File: src/rtl/dram_arbiter.sv
// dram_arbiter: N-channel round-robin request arbiter in front of the DRAM
// buffer/controller. Requests pass through a single registered output stage.
// Read requests record the issuing channel in an order FIFO so that in-order
// controller responses are steered back to the right master.
module dram_arbiter #(
  parameter int N_CH    = 2,
  parameter int ADDR_W  = 27,
  parameter int DATA_W  = 128,
  parameter int MAX_OUT = 4
) (
  input  logic                       clk,
  input  logic                       rst,
  input  logic [N_CH-1:0]            req_valid,
  output logic [N_CH-1:0]            req_ready,
  input  logic [N_CH-1:0]            req_we,
  input  logic [N_CH*ADDR_W-1:0]     req_addr,
  input  logic [N_CH*DATA_W-1:0]     req_wdata,
  output logic [N_CH-1:0]            rsp_valid,
  output logic [DATA_W-1:0]          rsp_rdata,
  output logic                       m_req_valid,
  input  logic                       m_req_ready,
  output logic                       m_req_we,
  output logic [ADDR_W-1:0]          m_req_addr,
  output logic [DATA_W-1:0]          m_req_wdata,
  input  logic                       m_rsp_valid,
  input  logic [DATA_W-1:0]          m_rsp_rdata,
  output logic [$clog2(MAX_OUT):0]   rd_outstanding,
  output logic                       err
);

  localparam int CH_W = (N_CH > 1) ? $clog2(N_CH) : 1;
  localparam int AW   = $clog2(MAX_OUT);
  localparam int CW   = AW + 1;

  localparam logic [0:0] OREG_EMPTY = 1'b0;
  localparam logic [0:0] OREG_FULL  = 1'b1;

  logic [0:0]      ostate;
  logic [CH_W-1:0] rr_ptr;
  logic [CH_W-1:0] rr_next;
  logic [N_CH-1:0] eligible;
  logic            grant_any;
  logic [CH_W-1:0] grant_idx;
  int unsigned     scan_idx;
  int unsigned     rr_tmp;
  logic            slot_free;
  logic            accept;
  logic            push;
  logic            pop;
  logic [N_CH-1:0] rsp_hit;

  logic [CH_W-1:0] tag_mem [MAX_OUT];
  logic [AW-1:0]   wr_ptr;
  logic [AW-1:0]   rd_ptr;
  logic [CW-1:0]   count;

  // A read only competes while the order FIFO has room; writes always may.
  // The free-slot test uses the registered count, so a same-cycle pop does
  // not open a slot.
  assign eligible    = req_valid & (req_we | {N_CH{count < CW'(MAX_OUT)}});
  assign slot_free   = (ostate == OREG_EMPTY) | m_req_ready;
  assign accept      = slot_free & grant_any & ~rst;
  assign push        = accept & ~req_we[grant_idx];
  assign pop         = m_rsp_valid & (count != '0);
  assign m_req_valid = (ostate == OREG_FULL);
  assign rd_outstanding = count;

  // Round-robin scan: first eligible channel starting at rr_ptr.
  always_comb begin
    grant_any = 1'b0;
    grant_idx = '0;
    scan_idx  = 0;
    for (int unsigned k = 0; k < N_CH; k++) begin
      scan_idx = (32'(rr_ptr) + k) % N_CH;
      if (!grant_any && eligible[scan_idx[CH_W-1:0]]) begin
        grant_any = 1'b1;
        grant_idx = scan_idx[CH_W-1:0];
      end
    end
    rr_tmp  = (32'(grant_idx) + 32'd1) % N_CH;
    rr_next = rr_tmp[CH_W-1:0];
  end

  // One-hot accept back to the winning master.
  always_comb begin
    req_ready = '0;
    if (accept) req_ready[grant_idx] = 1'b1;
  end

  // Output register: load on accept (which may coincide with a drain),
  // otherwise empty when the downstream side takes the held request.
  always_ff @(posedge clk) begin
    if (rst) begin
      ostate      <= OREG_EMPTY;
      m_req_we    <= 1'b0;
      m_req_addr  <= '0;
      m_req_wdata <= '0;
      rr_ptr      <= '0;
    end else if (accept) begin
      ostate      <= OREG_FULL;
      m_req_we    <= req_we[grant_idx];
      m_req_addr  <= req_addr[grant_idx*ADDR_W +: ADDR_W];
      m_req_wdata <= req_wdata[grant_idx*DATA_W +: DATA_W];
      rr_ptr      <= rr_next;
    end else if (m_req_ready) begin
      ostate      <= OREG_EMPTY;
    end
  end

  // Order FIFO storage: channel id of each issued read.
  always_ff @(posedge clk) begin
    if (push) tag_mem[wr_ptr] <= grant_idx;
  end

  // Order FIFO pointers and occupancy.
  always_ff @(posedge clk) begin
    if (rst) begin
      wr_ptr <= '0;
      rd_ptr <= '0;
      count  <= '0;
    end else begin
      if (push) wr_ptr <= wr_ptr + AW'(1);
      if (pop)  rd_ptr <= rd_ptr + AW'(1);
      if (push && !pop)      count <= count + CW'(1);
      else if (pop && !push) count <= count - CW'(1);
    end
  end

  // Steer the popped response to its channel.
  always_comb begin
    rsp_hit = '0;
    if (pop) rsp_hit[tag_mem[rd_ptr]] = 1'b1;
  end

  // Registered response strobe/data and sticky error on unmatched responses.
  always_ff @(posedge clk) begin
    if (rst) begin
      rsp_valid <= '0;
      rsp_rdata <= '0;
      err       <= 1'b0;
    end else begin
      rsp_valid <= rsp_hit;
      if (pop) rsp_rdata <= m_rsp_rdata;
      if (m_rsp_valid && count == '0) err <= 1'b1;
    end
  end

endmodule

File: config.mk
export PLATFORM = sky130hd
export DESIGN_NAME = dram_arbiter
export DESIGN_NICKNAME = d
export VERILOG_FILES = /design/src/rtl/dram_arbiter.sv
export SDC_FILE = /design/constraint.sdc
export NUM_CORES = 1
export LEC_CHECK = 0
export CORE_AREA = 2 2 286 288
export CTS_BUF_LIST = sky130_fd_sc_hd__clkbuf_4 sky130_fd_sc_hd__clkbuf_8
export DETAILED_ROUTE_END_ITERATION = 8
export DIE_AREA = 0 0 288 290
export PLACE_DENSITY_LB_ADDON = 0.05
export SLEW_MARGIN = 30
export SYNTH_ARGS = -nofsm -noshare
export SYNTH_HDL_FRONTEND = slang
export SYNTH_SLANG_ARGS = --single-unit
File: constraint.sdc
create_clock -name clk -period 5.7 [get_ports clk]
set_input_delay 1.14 -clock clk [delete_from_list [all_inputs] [get_ports clk]]
set_output_delay 1.14 -clock clk [all_outputs]
set_load 0.005 [all_outputs]
Word level (Yosys, flattened, before mapping)
Memories as Yosys holds them, arrays and structs flattened. A register that Yosys moved wholly into a read port is not among the register bits.
Index checks and enable logic that the tools add are counted.
- order comparisons: 7
- shift operators: 2
- bitwise gates (word level): 11
- mux-type cells: 23
- $mul: 1
- $add $sub $neg: 6
- reductions and logical operators: 14
- operator list (operator ; count):
    $shiftx A256 B9 Y128 ; 1
    $shiftx A54 B7 Y27 ; 1
    $mux W1 ; 16
    $lt A1 B2 Y1 const B ; 4
    $logic_and A1 B1 Y1 ; 6
    $mul A1 B5 Y6 const B ; 1
    $mux W2 ; 3
    $mux W3 ; 2
    $add A2 B1 Y2 const B ; 2
    $and A1 B1 Y1 ; 4
    $not A1 Y1 ; 4
    $reduce_bool A2 Y1 ; 2
    $add A3 B1 Y3 const B ; 1
    $logic_not A1 Y1 ; 3
    $logic_not A3 Y1 ; 1
    $lt A3 B3 Y1 const B ; 1
    $reduce_bool A3 Y1 ; 1
    $sub A3 B1 Y3 const B ; 1
    $add A1 B1 Y1 const B ; 2
    $and A2 B2 Y2 ; 1
    $demux W1 S1 ; 2
    $ge A1 B1 Y1 const B ; 2
    $or A2 B2 Y2 ; 1
    $reduce_or A2 Y1 ; 1
    $or A1 B1 Y1 ; 1
- memories kept: 1
- flip-flop bits (word level): 296
- input bits: 446
- output and inout port bits: 293
- RAM bits: 4
- word-level logic and storage cells: 76
- memories (name ; depth ; width ; read ports ; clocked after Yosys merged registers in ; write ports ; line ; source):
    tag_mem ; 4 ; 1 ; 1 ; 1 ; 1 ; 52 ; logic [CH_W-1:0] tag_mem [MAX_OUT];

Depth between registers and ports, before layout
- depth in word-level cells: 17
- mapped depth: 10
- gate-level depth less buffers: 9

Worst setup path after synthesis
OpenSTA, ideal clock, no wires.
- kind: input port to output port
- start point: input req_valid[0]
- end point: output req_ready[0]
- stages on the path: 6
- data required time: 4560 ps
- buffers on the path: 2
- setup slack: 2457 ps
- arrival time: 2103 ps
- cell sequence: nand2b_1 > o211ai_2 > buf_4 > buf_2 > inv_1 > nor2_1
- longest elaborated chain between the ends: 12
- elaborated cells between the ends (all ways): 19
- classes of those cells: 2 x order compare; 11 x mux; 3 x bitwise; 3 x reduce/logical
- ends and longest elaborated chain (element ; line ; source):
    start, declared ; 13 ; input logic [N_CH-1:0] req_valid,
    $and A2 B2 Y2 (*) ; 60 ; assign eligible = req_valid & (req_we | {N_CH{count < CW'(MAX_OUT)}});
    $mux W1 (not written as such) (2 in a row) ; 75 ; if (!grant_any && eligible[scan_idx[CH_W-1:0]]) begin
    $mux W1 ; 75 ;
    $logic_not A1 Y1 ; 75 ;
    $logic_and A1 B1 Y1 ; 75 ;
    $mux W1 (*) ; 75 ;
    named net grant_idx ; 43 ; logic [CH_W-1:0] grant_idx;
    $lt A1 B2 Y1 (not written as such) / $ge A1 B1 Y1 (equally long branches) ; 87 ; if (accept) req_ready[grant_idx] = 1'b1;
    $logic_and A1 B1 Y1 (not written as such) ; 87 ;
    $mux W1 (not written as such) ; 87 ;
    $demux W1 S1 (*) ; 87 ;
    $mux W2 (*) ; 87 ;
    end, declared ; 14 ; output logic [N_CH-1:0] req_ready,
The timed path passes the listed nets; every way through them passes the cells marked *. The select of a mux whose other input is x is not followed.

Worst setup path in the final report
- start point: input req_valid[1]
- end point: output req_ready[1]
- longest elaborated chain between the ends: 12
- elaborated cells between the ends (all ways): 19
- classes of those cells: 2 x order compare; 11 x mux; 3 x bitwise; 3 x reduce/logical
- ends and longest elaborated chain (element ; line):
    $and A2 B2 Y2 (*) ; 60
    $mux W1 (not written as such) (2 in a row) ; 75
    $mux W1 ; 75
    $logic_not A1 Y1 ; 75
    $logic_and A1 B1 Y1 ; 75
    $mux W1 ; 75
    $lt A1 B2 Y1 (not written as such) / $ge A1 B1 Y1 (equally long branches) ; 87
    $logic_and A1 B1 Y1 (not written as such) ; 87
    $mux W1 (not written as such) ; 87
    $demux W1 S1 ; 87
    $mux W2 (*) ; 87
Mark *: on every way between the ends. The rest lies on a longest branch, timed or not. The select of a mux whose other input is x is not followed.

==> out/qor.yml <==
run_status:
  status: "completed"
route:
  avgViaCountPerCell: 3.89
  drc: 0
  drtIter0Drc: 426
  wirelength_um: 66100
  dr.pass1.iters: 5
  drtAntennaViolNets: 0
  wl_per_cell_um: 21.1
  vias: 12200
power:
  combPwrFrac_pct: 32.6
  seq_power_share_pct: 35.2
  p_clk_share_pct: 32.2
  switching_share_pct: 32.3
  power.total_uw: 7660
  p_switching_uw: 2480
  p_leak_uw: 0.00826
  p_per_area_nw_per_um2: 354
  ir_drop_mv: 0.162
  power.internal_uw: 5190
setup_path:
  required_ns: 4.56
  worst-r2r-cell-count: 9
  rr_startpoint: "rd_outstanding[2]"
  cp_top_family: "buffers and inverters"
  cpMostUsedCell: "clkdlybuf4s50_1"
  critPathLaunch: "req_valid[1]"
  path_buf_inv: 2
  critPathSlowestCell: "clkdlybuf4s50_1"
  critPathKind: "primary input to primary output"
  cp_cell_sequence: "clkdlybuf4s50_1 > o21bai_1 > a221o_1 > nor2_1 > clkdlybuf4s50_1"
  critPathLaunchType: "primary input"
  slowest_delay_ns: 0.60
  r2r_slack_ns: 2.87
  crit_path_end_kind: "primary output"
  worst_ep_arrival_time_ns: 3.10
  path_max_fanout: 5
  regToRegEndpoint: "rd_outstanding[2]"
sta:
  maxSlewViolCount: 0
  rsz0062_at_grt: "no"
  slew_headroom_pct: 28.9
  fin_setup_tns_ns: 0
  hold_viol_final: 0
  fin_crit_ns: 4.24
  fmax_mhz: 236
  tightestPinTransition_ns: 1.07
  skew_ns: 0.0370
  period_share_pct: 74.3
  setup_viol: 0
final_layout:
  drive_gt1_share_pct: 6.08
  nNetsFinal: 2483
  utilization_pct: 27.0
  syn_to_final_growth_pct: 81.3
synth:
  synthesis.instances: 1327
  yosysSeqAreaShare_pct: 51.0
  synth_area_um2: 11900
  yosys_register_bits: 302
  synthArstFlopShare_pct: 0
  synth_edf_count: 4
  syn_avg_cell_area_um2: 9.00
  yosysTopAreaCell: "dfxtp_1"
  synth.top_cell.area_share_pct: 50.0
  yosys-top-cells-area: "dfxtp_1, mux2i_1, a211oi_1"
  ys.flop_type: "dfxtp_1"
  yosys_warnings: 0
  synth.net_count: 1779
  synth_cell_types: 34
clock_network:
  cts_tree: "built"
  clkLatencyLatePin_ns: 0.64
  cts_setup_buffers: 0
  root_buffer: "clkbuf_8"
  numClockSinks: 302
  cts_hold_buffers: 0
  clk_path_buf_depth: 3
  cts_resized: 0
  clk_pin_slew_worst_paths_ns: 0.05
  h-tree-depth: 3
  cts_buffers: 67
floorplanning:
  io-pin-count: 739
  fp.coreArea_um2: 80200
  die_h_um: 290
  start_util_pct: 14.9
  die_x_um: 288
  rows: 104
  die_area_um2: 83500
min_path:
  min_to: "rsp_rdata[11]"
  hold_path.class: "register to register"
  holdPathStages: 2
  worstHoldStart: "rsp_rdata[11]"
global_route:
  overflow: 0
  antenna_found_initial: 20
  grt_max_degree: 199
  grt_pass1_vias: 12300
  grt_use_total_pct: 15.2
  grt_first_pass_wirelength_um: 91600
job:
  cap_viol_max_count: 0
placement:
  numPortBuffers: 738
  routabilityCongestion: 0.767
  dpl.hpwl_um: 49400
-- registers in the layout (all words and copies together) (netlist names), named ones only --
name,count
rsp_valid,2
rd_ptr,2
err,1
wr_ptr,2
m_req_we,1
rsp_rdata,128
m_req_wdata,128
rd_outstanding,3
m_req_addr,27
m_req_valid,1
tag_mem,4
rr_ptr,1
-- metrics by stage --
step	setup slack, ns	area, um^2	hold WS, ns	instances
after global routing	1.37	21600	0.465	3133
final	1.46	21600	0.450	3137
after floorplan	2.46	11900	0.453	1327
after global placement	1.48	20300	0.442	3021
after detailed placement	1.46	20300	0.445	3021
after CTS	1.46	21600	0.452	3130
-- metal layers --
| layer | track usage, % | share of wire (%) | vias up |
|---|---|---|---|
| li1 | - | - | 5999 |
| met1 | 16.3 | 37 | 5548 |
| met2 | 26.6 | 50 | 516 |
| met3 | 7.59 | 11 | 102 |
| met4 | 3.32 | 1.7 | 28 |
| met5 | 0 | 0.28 | - |
-- cells in the final DEF (no fill, tap or decap), types with 2 or more instances in the layout --
| master | netlist | layout |
|---|---|---|
| ha_1 | 5 | 5 |
| nand2b_1 | 2 | 2 |
| buf_4 | 5 | 3 |
| edfxtp_1 | 4 | 4 |
| inv_6 | 0 | 3 |
| nor3_1 | 2 | 2 |
| xor2_1 | 3 | 3 |
| o21ai_0 | 3 | 3 |
| clkbuf_8 | 0 | 74 |
| clkbuf_4 | 0 | 28 |
| a31oi_1 | 2 | 2 |
| a211oi_1 | 155 | 155 |
| clkinvlp_4 | 0 | 2 |
| mux2i_1 | 157 | 157 |
| a21oi_1 | 130 | 130 |
| nor2_1 | 166 | 166 |
| diode_2 | 0 | 6 |
| buf_6 | 0 | 2 |
| and2_1 | 4 | 4 |
| clkdlybuf4s50_1 | 0 | 737 |
| dfxtp_1 | 298 | 298 |
| inv_1 | 8 | 7 |
| buf_12 | 0 | 4 |
| nand2_1 | 259 | 259 |
-- layout make-up --
cell class / instances / area (um^2)
inverter: 8 / 32.5
sequential: 302 / 6090
multi-input combinational: 904 / 5340
clock inverter: 7 / 76.3
clock buffer: 102 / 1230
fill: 8615 / 58500
tap: 1060 / 1330
antenna: 6 / 15.0
timing repair buffer: 748 / 7540
-- cells by family after synthesis --
| kind of cell | synth area share, % |
|---|---|
| AOI/OAI and AO/OA | 16.0 |
| xor gates and xnor gates | 0.293 |
| adders and majority gates | 0.692 |
| buffers and inverters | 4.49 |
| DFF | 51.0 |
| muxes | 13.4 |
| and+or+nand+nor | 14.1 |
-- synth_stat cells (2+ instances only) --
library cell / instances
a211oi_1: 155
a21oi_1: 130
a31oi_1: 2
and2_1: 4
buf_2: 50
buf_4: 5
clkbuf_1: 58
dfxtp_1: 298
edfxtp_1: 4
ha_1: 5
inv_1: 8
mux2i_1: 157
nand2_1: 259
nand2b_1: 2
nor2_1: 166
nor3_1: 2
o21ai_0: 3
xor2_1: 3
-- worst reg2reg max path, stage by stage (launching register included) --
cell      delay (ns)
dfxtp_1         0.39
o21bai_1        0.27
a221o_1         0.45
nor3_4          0.35
ha_1            0.24
inv_1           0.06
fa_1            0.37
xor2_1          0.18
or3_1           0.30
a21oi_1         0.14
-- worst max-delay path by stage --
| stage | end | cells after the start | slack [ns] |
|---|---|---|---|
| 3_5_place_dp | req_ready[1] | 5 | 1.46 |
| 3_3_place_gp | req_ready[1] | 5 | 1.48 |
| 2_1_floorplan | req_ready[0] | 6 | 2.46 |
| 6_report | req_ready[1] | 5 | 1.46 |
| 5_1_grt | req_ready[1] | 5 | 1.37 |
| 4_1_cts | req_ready[1] | 5 | 1.46 |
-- power groups by stage --
stage,combinational [uW],clock (uW),sequential (uW)
5_1_grt,2750,2690,2740
2_1_floorplan,1080,0,2750
6_report,2500,2470,2690
4_1_cts,2580,2610,2700
3_5_place_dp,2570,0,2740
3_3_place_gp,2570,0,2730
Power figures use the tool's default switching activity.
